<file path="src/rtl/arb_mux_4_rr_pkg.sv">
// Shared types and helpers for the 4-way round-robin packet-locking arbiter.
// Holds the FSM state encoding and the rotating-priority winner search.
package arb_pkg;

  localparam int NUM_REQ = 4;

  typedef enum logic {
    ARB_IDLE,
    ARB_BUSY
  } arb_state_t;

  // Search starts one past the last winner and wraps, so the last winner ranks lowest.
  function automatic logic [1:0] rr_pick(input logic [3:0] req, input logic [1:0] ptr);
    logic [1:0] idx;
    logic [1:0] cand;
    logic       found;
    idx   = ptr;
    found = 1'b0;
    for (int i = 1; i <= NUM_REQ; i++) begin
      cand = ptr + 2'(i);
      if (!found && req[cand]) begin
        idx   = cand;
        found = 1'b1;
      end
    end
    return idx;
  endfunction

endpackage

</file>
<file path="src/rtl/arb_mux_4_rr_if.sv">
// Valid/ready bundle between four requesters, the arbiter and the single consumer.
// slave = arbiter side, master = environment side (requesters plus consumer).
interface arb_mux_4_rr_if #(
  parameter int N = 64
);

  logic [3:0]   i_vld;
  logic [3:0]   i_last;
  logic [N-1:0] i_in0;
  logic [N-1:0] i_in1;
  logic [N-1:0] i_in2;
  logic [N-1:0] i_in3;
  logic [3:0]   o_rdy;
  logic         o_vld;
  logic         o_last;
  logic [N-1:0] o_data;
  logic         i_rdy;
  logic [1:0]   o_grant;
  logic         o_busy;

  modport slave (
    input  i_vld, i_last, i_in0, i_in1, i_in2, i_in3, i_rdy,
    output o_rdy, o_vld, o_last, o_data, o_grant, o_busy
  );

  modport master (
    output i_vld, i_last, i_in0, i_in1, i_in2, i_in3, i_rdy,
    input  o_rdy, o_vld, o_last, o_data, o_grant, o_busy
  );

endinterface

</file>
<file path="src/rtl/arb_mux_4_rr_mux_4.sv">
// Plain 4:1 data mux steered by the arbiter grant.
module mux_4 #(
  parameter int N = 64
) (
  input  logic [N-1:0] i_d0,
  input  logic [N-1:0] i_d1,
  input  logic [N-1:0] i_d2,
  input  logic [N-1:0] i_d3,
  input  logic [1:0]   i_s,
  output logic [N-1:0] o_y
);

  always_comb begin
    o_y = i_d0;
    case (i_s)
      2'd0: o_y = i_d0;
      2'd1: o_y = i_d1;
      2'd2: o_y = i_d2;
      2'd3: o_y = i_d3;
      default: o_y = i_d0;
    endcase
  end

endmodule

</file>
<file path="src/rtl/arb_mux_4_rr.sv">
// Round-robin arbiter that locks one requester for a whole packet and forwards
// its beats to a single consumer; ready is routed back to the granted requester only.
module arb_mux_4_rr
  import arb_pkg::*;
#(
  parameter int N = 64
) (
  input  logic         i_clk,
  input  logic         i_rst_n,
  arb_mux_4_rr_if.slave bus
);

  arb_state_t r_state;
  logic [1:0] r_ptr;
  logic [1:0] r_grant;

  logic       w_busy;
  logic       w_gvld;
  logic       w_glast;
  logic       w_xfer;
  logic [1:0] w_pick;
  logic [3:0] w_rdy;
  logic [N-1:0] w_data;

  assign w_busy  = (r_state == ARB_BUSY);
  assign w_gvld  = bus.i_vld[r_grant];
  assign w_glast = bus.i_last[r_grant];
  assign w_xfer  = w_busy & w_gvld & bus.i_rdy;
  assign w_pick  = rr_pick(bus.i_vld, r_ptr);
  assign w_rdy   = 4'(bus.i_rdy) << r_grant;

  mux_4 #(.N(N)) u_mux (
    .i_d0 (bus.i_in0),
    .i_d1 (bus.i_in1),
    .i_d2 (bus.i_in2),
    .i_d3 (bus.i_in3),
    .i_s  (r_grant),
    .o_y  (w_data)
  );

  // Output handshake is combinational off the lock so a stalled beat needs no skid storage.
  assign bus.o_vld   = w_busy & w_gvld;
  assign bus.o_last  = w_busy & w_glast;
  assign bus.o_rdy   = w_busy ? w_rdy : 4'b0000;
  assign bus.o_data  = w_data;
  assign bus.o_grant = r_grant;
  assign bus.o_busy  = w_busy;

  always_ff @(posedge i_clk or negedge i_rst_n) begin
    if (!i_rst_n) begin
      r_state <= ARB_IDLE;
      r_ptr   <= 2'd3;
      r_grant <= 2'd0;
    end else begin
      case (r_state)
        ARB_IDLE: begin
          if (|bus.i_vld) begin
            r_grant <= w_pick;
            r_state <= ARB_BUSY;
          end
        end
        ARB_BUSY: begin
          // Lock releases only on an accepted last beat; a dropped valid just pauses the packet.
          if (w_xfer && w_glast) begin
            r_ptr   <= r_grant;
            r_state <= ARB_IDLE;
          end
        end
        default: r_state <= ARB_IDLE;
      endcase
    end
  end

endmodule

</file>
<file path="src/flat_wrapper.sv">
// flat-port wrapper written by rule: the top's interface ports become plain ports
module arb_mux_4_rr_flat import arb_pkg::*;
#(
  parameter int N = 64
)
  (i_clk, i_rst_n, bus_i_vld, bus_i_last, bus_i_in0, bus_i_in1, bus_i_in2, bus_i_in3, bus_i_rdy, bus_o_rdy, bus_o_vld, bus_o_last, bus_o_data, bus_o_grant, bus_o_busy);
  arb_mux_4_rr_if #(.N(N)) bus_i ();
  input  logic i_clk;
  input  logic i_rst_n;
  input wire logic [$bits(bus_i.i_vld)-1:0] bus_i_vld;
  input wire logic [$bits(bus_i.i_last)-1:0] bus_i_last;
  input wire logic [$bits(bus_i.i_in0)-1:0] bus_i_in0;
  input wire logic [$bits(bus_i.i_in1)-1:0] bus_i_in1;
  input wire logic [$bits(bus_i.i_in2)-1:0] bus_i_in2;
  input wire logic [$bits(bus_i.i_in3)-1:0] bus_i_in3;
  input wire logic [$bits(bus_i.i_rdy)-1:0] bus_i_rdy;
  output wire logic [$bits(bus_i.o_rdy)-1:0] bus_o_rdy;
  output wire logic [$bits(bus_i.o_vld)-1:0] bus_o_vld;
  output wire logic [$bits(bus_i.o_last)-1:0] bus_o_last;
  output wire logic [$bits(bus_i.o_data)-1:0] bus_o_data;
  output wire logic [$bits(bus_i.o_grant)-1:0] bus_o_grant;
  output wire logic [$bits(bus_i.o_busy)-1:0] bus_o_busy;
  assign bus_i.i_vld = bus_i_vld;
  assign bus_i.i_last = bus_i_last;
  assign bus_i.i_in0 = bus_i_in0;
  assign bus_i.i_in1 = bus_i_in1;
  assign bus_i.i_in2 = bus_i_in2;
  assign bus_i.i_in3 = bus_i_in3;
  assign bus_i.i_rdy = bus_i_rdy;
  assign bus_o_rdy = bus_i.o_rdy;
  assign bus_o_vld = bus_i.o_vld;
  assign bus_o_last = bus_i.o_last;
  assign bus_o_data = bus_i.o_data;
  assign bus_o_grant = bus_i.o_grant;
  assign bus_o_busy = bus_i.o_busy;
  arb_mux_4_rr #(.N(N)) u_core (.i_clk(i_clk), .i_rst_n(i_rst_n), .bus(bus_i));
endmodule
</file>
<file path="config.mk">
export PLATFORM = sky130hd
export DESIGN_NAME = arb_mux_4_rr_flat
export DESIGN_NICKNAME = d
export VERILOG_FILES = /design/src/rtl/arb_mux_4_rr_pkg.sv /design/src/rtl/arb_mux_4_rr_if.sv /design/src/rtl/arb_mux_4_rr_mux_4.sv /design/src/rtl/arb_mux_4_rr.sv /design/src/flat_wrapper.sv
export SDC_FILE = /design/constraint.sdc
export NUM_CORES = 1
export LEC_CHECK = 0
export BUFFER_PORTS_ARGS = -buffer_cell sky130_fd_sc_hd__buf_2
export CAP_MARGIN = 10
export CORE_AREA = 2 2 133 135
export CTS_CLUSTER_SIZE = 30
export DETAILED_ROUTE_END_ITERATION = 16
export DIE_AREA = 0 0 135 137
export SKIP_LAST_GASP = 1
export SLEW_MARGIN = 40
export SYNTH_ARGS = -nofsm -noshare
export SYNTH_HDL_FRONTEND = slang
export SYNTH_SLANG_ARGS = --single-unit
</file>
<file path="constraint.sdc">
create_clock -name i_clk -period 1.5 [get_ports i_clk]
set_input_delay 0.075 -clock i_clk [delete_from_list [all_inputs] [get_ports i_clk]]
set_output_delay 0.075 -clock i_clk [all_outputs]
set_load 0.005 [all_outputs]
</file>
==> metrics.txt <==
final period demand of the worst path around 1700 ps; maximum vdd drop 1.25 mV; r2r setup slk -250 ps; Seq pwr share 6.3%; largest family of logic cells by synthesized area multiplexers; mean routed wirelength per cell 17.7 um; critical path type reg2reg; FF-to-FF End u_core.r_ptr[0]; crit path launch u_core.bus.o_grant[0]; fillcell total between 1,500 and 2,000; Sink Count 5; largest net degree at the start of global routing 35; cell-internal power around 3500 uW; placed cell areas 3950 sq um; Yosys top cell by area mux4_2; Setup crit end u_core.r_ptr[0]; RSZ-0062 raised after global routing yes; vias per cell 4.15; first-pass GRT wire length 16.2 mm; GR Overflow Total 0; CP Max Fanout 5; final net count 734; top_reg_cell synth dfrtp_1; GRT Overall Usage approximately 11%; vias in the first global route 2,854; clock root cell clkbuf_16; Vias 2,866; Synth async-reset ratio 100%; clock tree buffer depth 2; Worst-Skew Late Latency 230 ps; flops & latches, synth 5; violation count after the first detailed-route iteration 101; Sequential cell area 133 sq um; CP Cell Sequence buf_6 -> mux4_2 -> and2_4 -> nand3_4 -> mux2_4; Design Power 5740 uW; routability cong. 0.982; Worst EP arrival 1900 ps; Max-Cap Viols 0; WP data required approximately 1700 ps; final worst slack -248 ps; Net Count, Synth 394; measured slew at the worst slew-check pin 306 ps; Worst slew margin 79.3%; failing checks negative setup slack; switching pwr 2200 uW; DRT antenna net count 0; EDFF count, synth 0; Starting Density 11.4%; post-synthesis sequential area ratio 6.58%; Clk network pwr share 7.8%; power density over cell area 1390 nW/um^2; Final Cycle Share 117%; slowest cell on the critical path dfrtp_4; largest cells by area after synthesis mux4_2 77%, dfrtp_1 3.9%, dfstp_2 2.7%; static leakage 0.00206 uW; initial antenna violation count 4; Worst Skew approximately 0.52 ps; fin area 4140 sq um; dpl hpwl around 10 mm; mux contribution to synthesized area between 70% and 80%; Hold WC Path Type in2reg; I/O pins 340; Crit path buffers/inverters 1; Core Region 17,100 sq um; Adder-Cell Fraction of Synth Area 0%; Multi-input gate area about 1700 sq um; final hold viol count 0; Die X 135 um; Mapped Cells 127; final setup vio count 71; FMAX 572 MHz; pre-CTS WS -99.9 ps; XOR/XNOR Fraction of Synth Area 0%; H-tree lvl count 1; max-slew violation count 0; Mean Syn Cell Area around 15 sq um; synth unique cells 29; combinational share of power between 80% and 90%; Layout area overhead 113%; antenna cells 0; Rows 48; YS warnings 0; switching part of the total power 38.3%; Synth Area in Simple Gates 4.90%; Synth Area in Compound Gates 4.77%; Critical R2R Launch u_core.bus.o_grant[0]; area share of the largest cell type after synthesis 76.6%; Die Y 137 um; die footprint ~18,000 sq um; ratio of cells with drive above 1 in the final layout 92.7%; CTS buffer count 3; Worst path max stage delay 510 ps; Layout Utilization between 20% and 30%; Setup crit start kind flop; cell family contributing the most delay on the critical path multiplexers; # DRC 0; Synth Cell Area 1940 sq um; clk slew on worst S/H paths 30 ps; CTS tree done; final wirelength 12.2 mm; run status finished, violations left; total stage count of the critical path 5; Port-buffer cells 339; 1st-pass router iterations 4; R2R cell count 5; nature of the critical path endpoint flop
tightest hold or removal path, delay by kind of cell:
family,cells,cell delay [ps]
buffers and inverters,1,130
AO/OA/AOI/OAI,1,90
AND/OR/NAND/NOR,1,60
state kept, by name (all words and copies together) (netlist names):
register	count
u_core.bus.o_grant	2
u_core.r_ptr	2
u_core.bus.o_busy	1
cell usage in the layout (no fill, tap or decap), types with 2 or more instances in the layout:
| cell type | Yosys | routed |
|---|---|---|
| a21oi_1 | 3 | 3 |
| o22ai_1 | 3 | 3 |
| nor2_1 | 5 | 5 |
| nor3_1 | 2 | 2 |
| buf_4 | 3 | 4 |
| dfstp_2 | 2 | 2 |
| inv_1 | 5 | 5 |
| nand3_1 | 2 | 2 |
| buf_16 | 0 | 2 |
| buf_12 | 0 | 4 |
| and2_4 | 1 | 2 |
| clkbuf_16 | 0 | 3 |
| buf_2 | 9 | 338 |
| mux4_2 | 66 | 66 |
| buf_6 | 1 | 4 |
| nand2_1 | 3 | 2 |
timing repair:
item / CTS / global route
setup buffers: 4 / 0
resized for setup: 4 / 9
endpoints found under the setup margin: 68 / 74
cloned: 2 / 0
pin swaps: 0 / 3
endpoints found under the hold margin: 5 / 0
hold buffers: 1 / 0
routing by layer:
metal,wire length (um),part of all wire (%),GRT usage [%]
met5,51,0.42,0
met4,62,0.51,1.16
met3,1170,9.6,3.41
met2,6200,51,19.7
met1,4710,39,14.5
synth_stat cells (all sizes together), types with 2 or more instances:
| cell type | number |
|---|---|
| and2 | 3 |
| inv | 5 |
| dfrtp | 3 |
| nand3 | 3 |
| nor3 | 2 |
| clkbuf | 5 |
| mux4 | 66 |
| dfstp | 2 |
| nand2 | 3 |
| a21oi | 3 |
| buf | 13 |
| o22ai | 3 |
| nor2 | 5 |
metrics by stage:
stage	std cells	hold WS, ps	setup TNS [ps]
2_1_floorplan	127	-221	-78.5
3_3_place_gp	682	-106	-971
3_5_place_dp	682	-105	-1450
4_1_cts	693	158	-16430
5_1_grt	691	190	-16740
6_report	691	166	-12710
logic make-up after synthesis:
family,after synthesis
compound gates,13
flops,5
mux,68
simple gates,18
buf+inv,23
power groups by stage:
stage | Clock, uW | Sequential [uW] | Combinational [uW]
floorplan | 0 | 271 | 2910
global placement | 0 | 337 | 4590
CTS | 452 | 356 | 5090
global route | 459 | 377 | 5310
finish | 446 | 363 | 4930
detailed placement | 0 | 338 | 4640
how the worst min path moves through the flow:
stage                                    to      start  cells after the start
after detailed placement  u_core.bus.o_busy    i_rst_n                      1
after CTS                 u_core.bus.o_busy  bus_i_rdy                      3
final                     u_core.bus.o_busy  bus_i_rdy                      3
after global placement    u_core.bus.o_busy    i_rst_n                      1
after floorplan           u_core.bus.o_busy    i_rst_n                      0
after global routing      u_core.bus.o_busy  bus_i_rdy                      3
layout make-up:
type	instances	area share [%]
Inverter	5	0.453
Clock buffer	4	1.90
Multi-Input combinational cell	99	41.4
Sequential cell	5	3.20
Tap cell	225	6.80
Timing Repair Buffer	353	46.2
Power figures use the tool's default switching activity.
